==> src/rtl/fifo_word_packer_pkg.sv <==
// Shared constants for the byte FIFO and its consumers.
// Provides FIFO geometry and a constant clog2 helper.
package fifo_word_packer_pkg;

  localparam int FIFO_WIDTH      = 8;
  localparam int FIFO_ADDR_WIDTH = 3;

  function automatic int clog2(input int v);
    int r;
    r = 0;
    while ((1 << r) < v) r++;
    return r;
  endfunction

endpackage

==> src/rtl/fifo_word_packer.sv <==
// Pops bytes from the byte FIFO and packs BYTES of them little-endian
// into one word on a valid/ready port; drain flushes a partial word.
// Ports: clk, reset (async, low), fifo_fillcount/fifo_data in,
//        fifo_get out, drain in, out_data/out_nbytes/out_valid out,
//        out_ready in.
module fifo_word_packer
  import fifo_word_packer_pkg::*;
#(
  parameter int WIDTH      = FIFO_WIDTH,
  parameter int ADDR_WIDTH = FIFO_ADDR_WIDTH,
  parameter int BYTES      = 4,
  parameter int CNT_W      = clog2(BYTES + 1)
) (
  input  logic                   clk,
  input  logic                   reset,
  input  logic [ADDR_WIDTH:0]    fifo_fillcount,
  input  logic [WIDTH-1:0]       fifo_data,
  output logic                   fifo_get,
  input  logic                   drain,
  output logic [WIDTH*BYTES-1:0] out_data,
  output logic [CNT_W-1:0]       out_nbytes,
  output logic                   out_valid,
  input  logic                   out_ready
);

  localparam logic [CNT_W-1:0] LP_FULL = CNT_W'(BYTES);
  localparam logic [CNT_W-1:0] LP_LAST = CNT_W'(BYTES - 1);
  localparam logic [CNT_W:0]   LP_CAP  = (CNT_W + 1)'(BYTES);

  logic                   r_get_q;
  logic [CNT_W-1:0]       r_byte_cnt;
  logic [WIDTH*BYTES-1:0] r_asm;
  logic [WIDTH*BYTES-1:0] r_out_data;
  logic [CNT_W-1:0]       r_out_nbytes;
  logic                   r_out_valid;

  logic                   w_out_free;
  logic                   w_complete;
  logic                   w_held;
  logic                   w_xfer_cmp;
  logic                   w_xfer_held;
  logic                   w_drain;
  logic [CNT_W:0]         w_inflight;
  logic [WIDTH*BYTES-1:0] w_asm_nxt;

  assign w_out_free  = !r_out_valid || out_ready;
  assign w_complete  = r_get_q && (r_byte_cnt == LP_LAST);
  assign w_held      = (r_byte_cnt == LP_FULL);
  assign w_xfer_cmp  = w_complete && w_out_free;
  assign w_xfer_held = w_held && w_out_free;

  assign w_drain = drain && (fifo_fillcount == '0) && !r_get_q
                && (r_byte_cnt != '0) && !w_held && w_out_free;

  // Bytes already owned: captured plus the one arriving this cycle.
  assign w_inflight = {1'b0, r_byte_cnt} + (CNT_W + 1)'(r_get_q);

  // Empty flag lags occupancy, so only fillcount gates pops.
  assign fifo_get = reset && (fifo_fillcount != '0) && !w_drain
                 && ((w_inflight < LP_CAP) || w_xfer_cmp || w_xfer_held);

  always_comb begin
    w_asm_nxt = r_asm;
    if (r_get_q) begin
      for (int i = 0; i < BYTES; i++) begin
        if (r_byte_cnt == CNT_W'(i)) begin
          w_asm_nxt[i*WIDTH +: WIDTH] = fifo_data;
        end
      end
    end
  end

  // Assembly is cleared whenever it is handed off, so partial
  // words drained later always carry zero upper bytes.
  always_ff @(posedge clk or negedge reset) begin
    if (!reset) begin
      r_get_q    <= 1'b0;
      r_byte_cnt <= '0;
      r_asm      <= '0;
    end else begin
      r_get_q <= fifo_get;
      if (w_xfer_cmp) begin
        r_asm      <= '0;
        r_byte_cnt <= '0;
      end else if (r_get_q) begin
        r_asm      <= w_asm_nxt;
        r_byte_cnt <= w_complete ? LP_FULL
                                 : r_byte_cnt + CNT_W'(1);
      end else if (w_xfer_held || w_drain) begin
        r_asm      <= '0;
        r_byte_cnt <= '0;
      end
    end
  end

  always_ff @(posedge clk or negedge reset) begin
    if (!reset) begin
      r_out_data   <= '0;
      r_out_nbytes <= '0;
      r_out_valid  <= 1'b0;
    end else begin
      unique case (1'b1)
        w_xfer_cmp: begin
          r_out_data   <= w_asm_nxt;
          r_out_nbytes <= LP_FULL;
          r_out_valid  <= 1'b1;
        end
        w_xfer_held: begin
          r_out_data   <= r_asm;
          r_out_nbytes <= LP_FULL;
          r_out_valid  <= 1'b1;
        end
        w_drain: begin
          r_out_data   <= r_asm;
          r_out_nbytes <= r_byte_cnt;
          r_out_valid  <= 1'b1;
        end
        default: begin
          if (out_ready) r_out_valid <= 1'b0;
        end
      endcase
    end
  end

  assign out_data   = r_out_data;
  assign out_nbytes = r_out_nbytes;
  assign out_valid  = r_out_valid;

  // A held full word must never have another byte arriving.
  a_no_overrun: assert property (
    @(posedge clk) disable iff (!reset)
    !(r_get_q && w_held)
  );

endmodule

==> config.mk <==
export PLATFORM = sky130hd
export DESIGN_NAME = fifo_word_packer
export DESIGN_NICKNAME = d
export VERILOG_FILES = /design/src/rtl/fifo_word_packer_pkg.sv /design/src/rtl/fifo_word_packer.sv
export SDC_FILE = /design/constraint.sdc
export NUM_CORES = 1
export LEC_CHECK = 0
export ABC_AREA = 1
export BUFFER_PORTS_ARGS = -buffer_cell sky130_fd_sc_hd__buf_4
export CAP_MARGIN = 10
export CORE_ASPECT_RATIO = 0.7
export CORE_MARGIN = 10
export CORE_UTILIZATION = 35
export CTS_BUF_LIST = sky130_fd_sc_hd__clkbuf_4 sky130_fd_sc_hd__clkbuf_8
export DETAILED_ROUTE_END_ITERATION = 8
export GPL_ROUTABILITY_DRIVEN = 0
export GPL_TIMING_DRIVEN = 0
export MAX_ROUTING_LAYER = met4
export PLACE_DENSITY = 0.5
export SLEW_MARGIN = 20
export SYNTH_ARGS = -nofsm -noshare
export SYNTH_HDL_FRONTEND = slang
export SYNTH_SLANG_ARGS = --single-unit
==> constraint.sdc <==
create_clock -name clk -period 2 [get_ports clk]
set_clock_uncertainty 0.05 [all_clocks]
set_input_delay 0.3 -clock clk [delete_from_list [all_inputs] [get_ports clk]]
set_output_delay 0.3 -clock clk [all_outputs]
set_load 0.005 [all_outputs]
==> impl_metrics.yaml, run 1 <==
run_status:
  status: "complete, but fails checks"
  failed_checks: "negative setup slack"
power_and_ir_drop:
  p_leak_nw: 2.38
  power.density_nw_per_um2: 1420
  vdd_drop_max_uv: 522
  power_mw: 6.43
route:
  drt_pass1_iterations: 5
  wl_met1_mm: 5.67
  avgViaCountPerCell: 5.24
  wl_per_cell_um: 17.6
  wl_met3_um: 682
  top_layer_used: "met4"
  wl_met2_mm: 5.02
  drc_errors: 0
  drt_iter0_drc: 313
  totalWireLength_mm: 11.5
  ant_nets: 0
  via_count: 3440
clock_network:
  clk_path_buf_depth: 2
  htree_levels: 3
  cts_tree: "yes"
  ctsRootBufferMaster: "clkbuf_8"
  clk_pin_slew_ns: 0.07
  clock_sinks: 72
  numCtsBuffers: 9
  clk_latency_ns: 0.37
die:
  core_um2: 9870
  dieWidth_um: 141
  die_y_um: 105
  rows: 30
  initial_core_util: 0.365
  ios: 53
  dieArea_um2: 14800
place:
  dp_slack_ns: -0.377
  dp_hpwl_mm: 7.79
  place_area_um2: 4150
  portBuffers: 52
logic_synthesis:
  syn_nets: 470
  ys_warn_count: 0
  netlist_instances: 449
  synthDistinctLibCells: 21
  ys_ff_latch: 72
  mappedNetlistArea_um2: 3600
  ys_seq_area_frac: 0.501
  syn_avg_cell_area_um2: 8.01
min_path:
  hold_class: "in -> async"
flow_run:
  maxCapViolCount: 0
finish:
  final_cell_mix: "171 x nand2_1, 71 x nand4_1, 70 x dfrtp_1, 65 x buf_4, 26 x o21ai_0"
  drive_gt1_frac: 0.233
  seq_area_um2: 1800
  fin_area_um2: 4510
  fill_cells: 980
  n_antenna_cell: 0
  fin_nets: 546
  final_common_cell: "nand2_1"
  area_growth_pct: 25.3
  multi_input_area_um2: 1580
critical_path:
  required_ns: 1.65
  worst-setup-path-type: "reg -> out"
  rr_startpoint: "r_byte_cnt[1]"
  crit_fanout: 3
  worst_setup_path_startpoint: "r_byte_cnt[1]"
  worstSetupStartpointType: "register"
  arrival_ns: 1.66
  end_kind: "output port"
sta:
  max_freq_mhz: 497
  final_max_slew_viol_count: 0
  finalCriticalPeriod_ns: 2.01
  min_period_over_period: 1.01
  postLayoutSetupSlackWorst_ns: -0.0140
  whs_ns: 0.0195
  max-slew-margin-rel: 0.359
  finalSetupViolCount: 1
  tightest_slew_ns: 0.961
  grt_setup_unrepaired: "true"
  hold_violations: 0
global_routing:
  grt_pass1_vias: 3430
  grt_first_pass_wirelength_mm: 18.7
  grt-ovfl-total: 0
  grt_max_degree: 74
  antenna_found_initial: 0
  grt.total_usage: 0.161
## worst max-delay path, cell delays in order (launching register included)
cell	delay, ns
dfrtp_2	0.45
ha_4	0.18
ha_4	0.16
nand3_4	0.08
buf_6	0.11
nand3_2	0.05
nand3b_1	0.09
inv_2	0.06
buf_6	0.11
## cells by family (layout without fill, tap and decap cells)
family                     after synthesis  after routing  share of synthesized area
and+or+nand+nor                        268            268                      0.345
DFF                                     72             72                      0.501
buffers and inverters                   61            140                     0.0772
AOI/OAI and AO/OA                       43             43                     0.0602
adders and majority gates                5              5                     0.0174
## worst paths after layout
kind	to	slack (ns)	cells past startpoint
worst min register to register	r_asm[11]	0.47	2
worst max register to register	r_asm[18]	0.15	9
min in group clk	r_asm[30]	0.22	3
worst min-delay path	out_data[25]	0.02	1
worst max-delay path	fifo_get	-0.01	8
max in group asynchronous	r_byte_cnt[0]	1.19	1
## final cells by class
cell class | count | area share
Sequential cell | 72 | 0.400
Multi-Input combinational cell | 316 | 0.351
Timing Repair Buffer | 66 | 0.111
Buffer | 32 | 0.0422
Clock buffer | 13 | 0.0355
Tap cell | 128 | 0.0355
Inverter | 28 | 0.0239
Clock inverter | 1 | 0.00111
## Yosys cell counts, drive strengths merged
library cell	instances	share of area
o22ai	1	0.0017
buf	19	0.033
dfrtp	72	0.50
a21oi	1	0.0014
nand4	71	0.12
nand3	18	0.031
clkinv	1	0.0010
or2	1	0.0017
ha	5	0.017
nand2	173	0.18
nand3b	1	0.0021
nor2	4	0.0049
inv	27	0.028
clkbuf	14	0.015
o21ai	41	0.057
## power breakdown
part / leakage, nW / internal [mW] / switching [mW]
Clock: 0.0896 / 0.511 / 0.539
Combinational: 1.34 / 1.28 / 1.64
Sequential: 0.950 / 2.08 / 0.368
## flip-flops by register name, summed over array words and instances (netlist names)
signal	cells
r_byte_cnt	3
out_valid	1
out_data	32
out_nbytes	3
r_asm	32
r_get_q	1
## stage by stage
step,TNS (ns),utilization,std cells
after global routing,-0.0913,0.457,656
final,-0.0140,0.457,656
after global placement,-4.67,0.420,629
after floorplan,0,-,449
after CTS,-0.0550,0.452,652
after detailed placement,-4.98,0.420,629
## repair_timing
action                                  4_1_cts  5_1_grt
gates cloned                                  0        0
resized for setup                            19       12
buffers inserted                              9        5
pin swaps                                     2        4
endpoints found under the setup margin       71       60
hold buffers                                  0        0
## per-layer routing
metal / up-vias / track usage
met5: - / -
met4: 0 / 0.0412
met3: 17 / 0.0502
met2: 92 / 0.222
met1: 1673 / 0.222
li1: 1658 / -
Power figures use the tool's default switching activity.
==> inputs of run 2 (changes only) <==
--- a/config.mk
+++ b/config.mk
@@ -10,13 +10,13 @@
 export CAP_MARGIN = 10
 export CORE_ASPECT_RATIO = 0.7
 export CORE_MARGIN = 10
-export CORE_UTILIZATION = 35
+export CORE_UTILIZATION = 29
 export CTS_BUF_LIST = sky130_fd_sc_hd__clkbuf_4 sky130_fd_sc_hd__clkbuf_8
 export DETAILED_ROUTE_END_ITERATION = 8
 export GPL_ROUTABILITY_DRIVEN = 0
 export GPL_TIMING_DRIVEN = 0
 export MAX_ROUTING_LAYER = met4
-export PLACE_DENSITY = 0.5
+export PLACE_DENSITY = 0.43
 export SLEW_MARGIN = 20
 export SYNTH_ARGS = -nofsm -noshare
 export SYNTH_HDL_FRONTEND = slang
==> constraint.sdc (replaced) <==
create_clock -name clk -period 2.56 [get_ports clk]
set_clock_uncertainty 0.05 [all_clocks]
set_input_delay 0.384 -clock clk [delete_from_list [all_inputs] [get_ports clk]]
set_output_delay 0.384 -clock clk [all_outputs]
set_load 0.005 [all_outputs]
==> impl_metrics.yaml, run 2 (synthesis results as in run 1) <==
global_routing:
  grt_first_pass_wirelength_mm: 19.7
  grt.total_usage: 0.145
  grt_max_degree: 74
  grt-ovfl-total: 0
  grt_pass1_vias: 3394
  antenna_found_initial: 0
route:
  wl_met3_um: 582
  drc_errors: 0
  via_count: 3399
  totalWireLength_mm: 11.9
  avgViaCountPerCell: 5.03
  top_layer_used: "met4"
  wl_met1_mm: 6.24
  wl_per_cell_um: 17.7
  wl_met2_mm: 4.92
  drt_iter0_drc: 338
  drt_pass1_iterations: 7
  ant_nets: 0
critical_path:
  rr_startpoint: "r_byte_cnt[0]"
  end_kind: "output port"
  slowest_stage: "dfrtp_1"
  path_depth: 7
  worstSetupStartpointType: "register"
  rr_endpoint: "r_asm[14]"
  r2r_slack_ns: 0.43
  arrival_ns: 1.87
  cpLargestDelayFamily: "simple AND/OR/NAND/NOR gates"
  ff2ff_path_depth: 8
  path_cells: "ha_1, ha_1, nand3_4, nand3_1, nand3b_1, inv_1, buf_4"
  endpoint: "fifo_get"
  crit_top_cell: "ha_1"
  worst-setup-path-type: "reg -> out"
  path_buf_inv: 2
  worst_setup_path_startpoint: "r_byte_cnt[1]"
  crit_fanout: 12
  max_stage_delay_ns: 0.43
  required_ns: 2.13
clock_network:
  htree_levels: 3
  numCtsBuffers: 9
  clock_sinks: 72
  cts_tree: "yes"
  cts.hold.buffers_added: 0
  clk_pin_slew_ns: 0.08
  ctsRootBufferMaster: "clkbuf_8"
  clk_latency_ns: 0.36
  clk_path_buf_depth: 2
min_path:
  hold_class: "in -> async"
sta:
  finalCriticalPeriod_ns: 2.30
  min_period_over_period: 0.899
  max-slew-margin-rel: 0.355
  grt_setup_unrepaired: "false"
  hold_violations: 0
  max_freq_mhz: 434
  fin_setup_tns_ns: 0
  final_max_slew_viol_count: 0
  tightest_slew_ns: 0.967
  finalSetupViolCount: 0
flow_run:
  maxCapViolCount: 0
die:
  ios: 53
  die_y_um: 113
  initial_core_util: 0.302
  rows: 33
  dieArea_um2: 17300
  core_um2: 11900
  dieWidth_um: 153
place:
  portBuffers: 52
  place_area_um2: 4190
  dp_hpwl_mm: 8.29
finish:
  drive_gt1_frac: 0.193
  final_common_cell: "nand2_1"
  final_cell_mix: "171 x nand2_1, 72 x dfrtp_1, 71 x nand4_1, 56 x buf_4, 26 x o21ai_0"
  fin_area_um2: 4440
  n_antenna_cell: 0
  fin_nets: 535
  area_growth_pct: 23.5
power_and_ir_drop:
  power.density_nw_per_um2: 1130
  vdd_drop_max_uv: 350
  p_leak_nw: 2.33
run_status:
  status: "finished, final reports clean"
run 2: changes by cell type in the layout (fill, tap and decap cells not counted), sizes merged:
cell      delta
buf         -12
bufinv       +1
clkinv       +1
clkinvlp     +1
run 2: per-stage QoR:
stage	utilization	hold slack (ns)	total power [mW]	setup WS [ns]	std cells
global placement	0.351	0.453	3.99	0.0898	658
floorplan	-	0.0384	3.12	0.733	449
detailed placement	0.351	0.457	4.02	0.0827	658
global route	0.372	0.192	5.50	0.0750	676
finish	0.372	0.115	5.03	0.257	676
CTS	0.370	0.175	5.06	0.0346	674
run 2: timing repair:
item,4_1_cts,5_1_grt
setup endpoints to repair,1,1
resized for setup,3,1
pin swaps,0,0
buffers inserted,0,4
run 2: layer usage:
metal | up-vias | GRT usage
met3 | 20 | 0.0393
li1 | 1641 | -
met1 | 1649 | 0.205
met4 | 0 | 0.0418
met2 | 89 | 0.194
met5 | - | -
run 2: area by class of cell:
type	instances	area [µm²]
plain buffers	31	163
clock buffers	12	165
clock inverters	4	51.3
fillers	1279	7490
inverters	28	105
multi-input cells	316	1540
flip-flops and latches	72	1800
well taps	157	196
repair buffers	56	420
run 2: how the worst min path moves through the flow:
stage                    to  slack, ns  depth (start not counted)
6_report       out_data[25]       0.12                          1
5_1_grt        out_data[25]       0.19                          1
4_1_cts        out_data[25]       0.17                          1
3_5_place_dp       r_asm[2]       0.46                          2
3_3_place_gp      r_asm[19]       0.45                          2
2_1_floorplan   out_data[0]       0.04                          0
run 2: where the power goes:
group	internal [mW]	leakage (nW)	switching [mW]
clock network	0.531	0.109	0.472
logic	0.881	1.27	1.24
registers	1.62	0.952	0.283
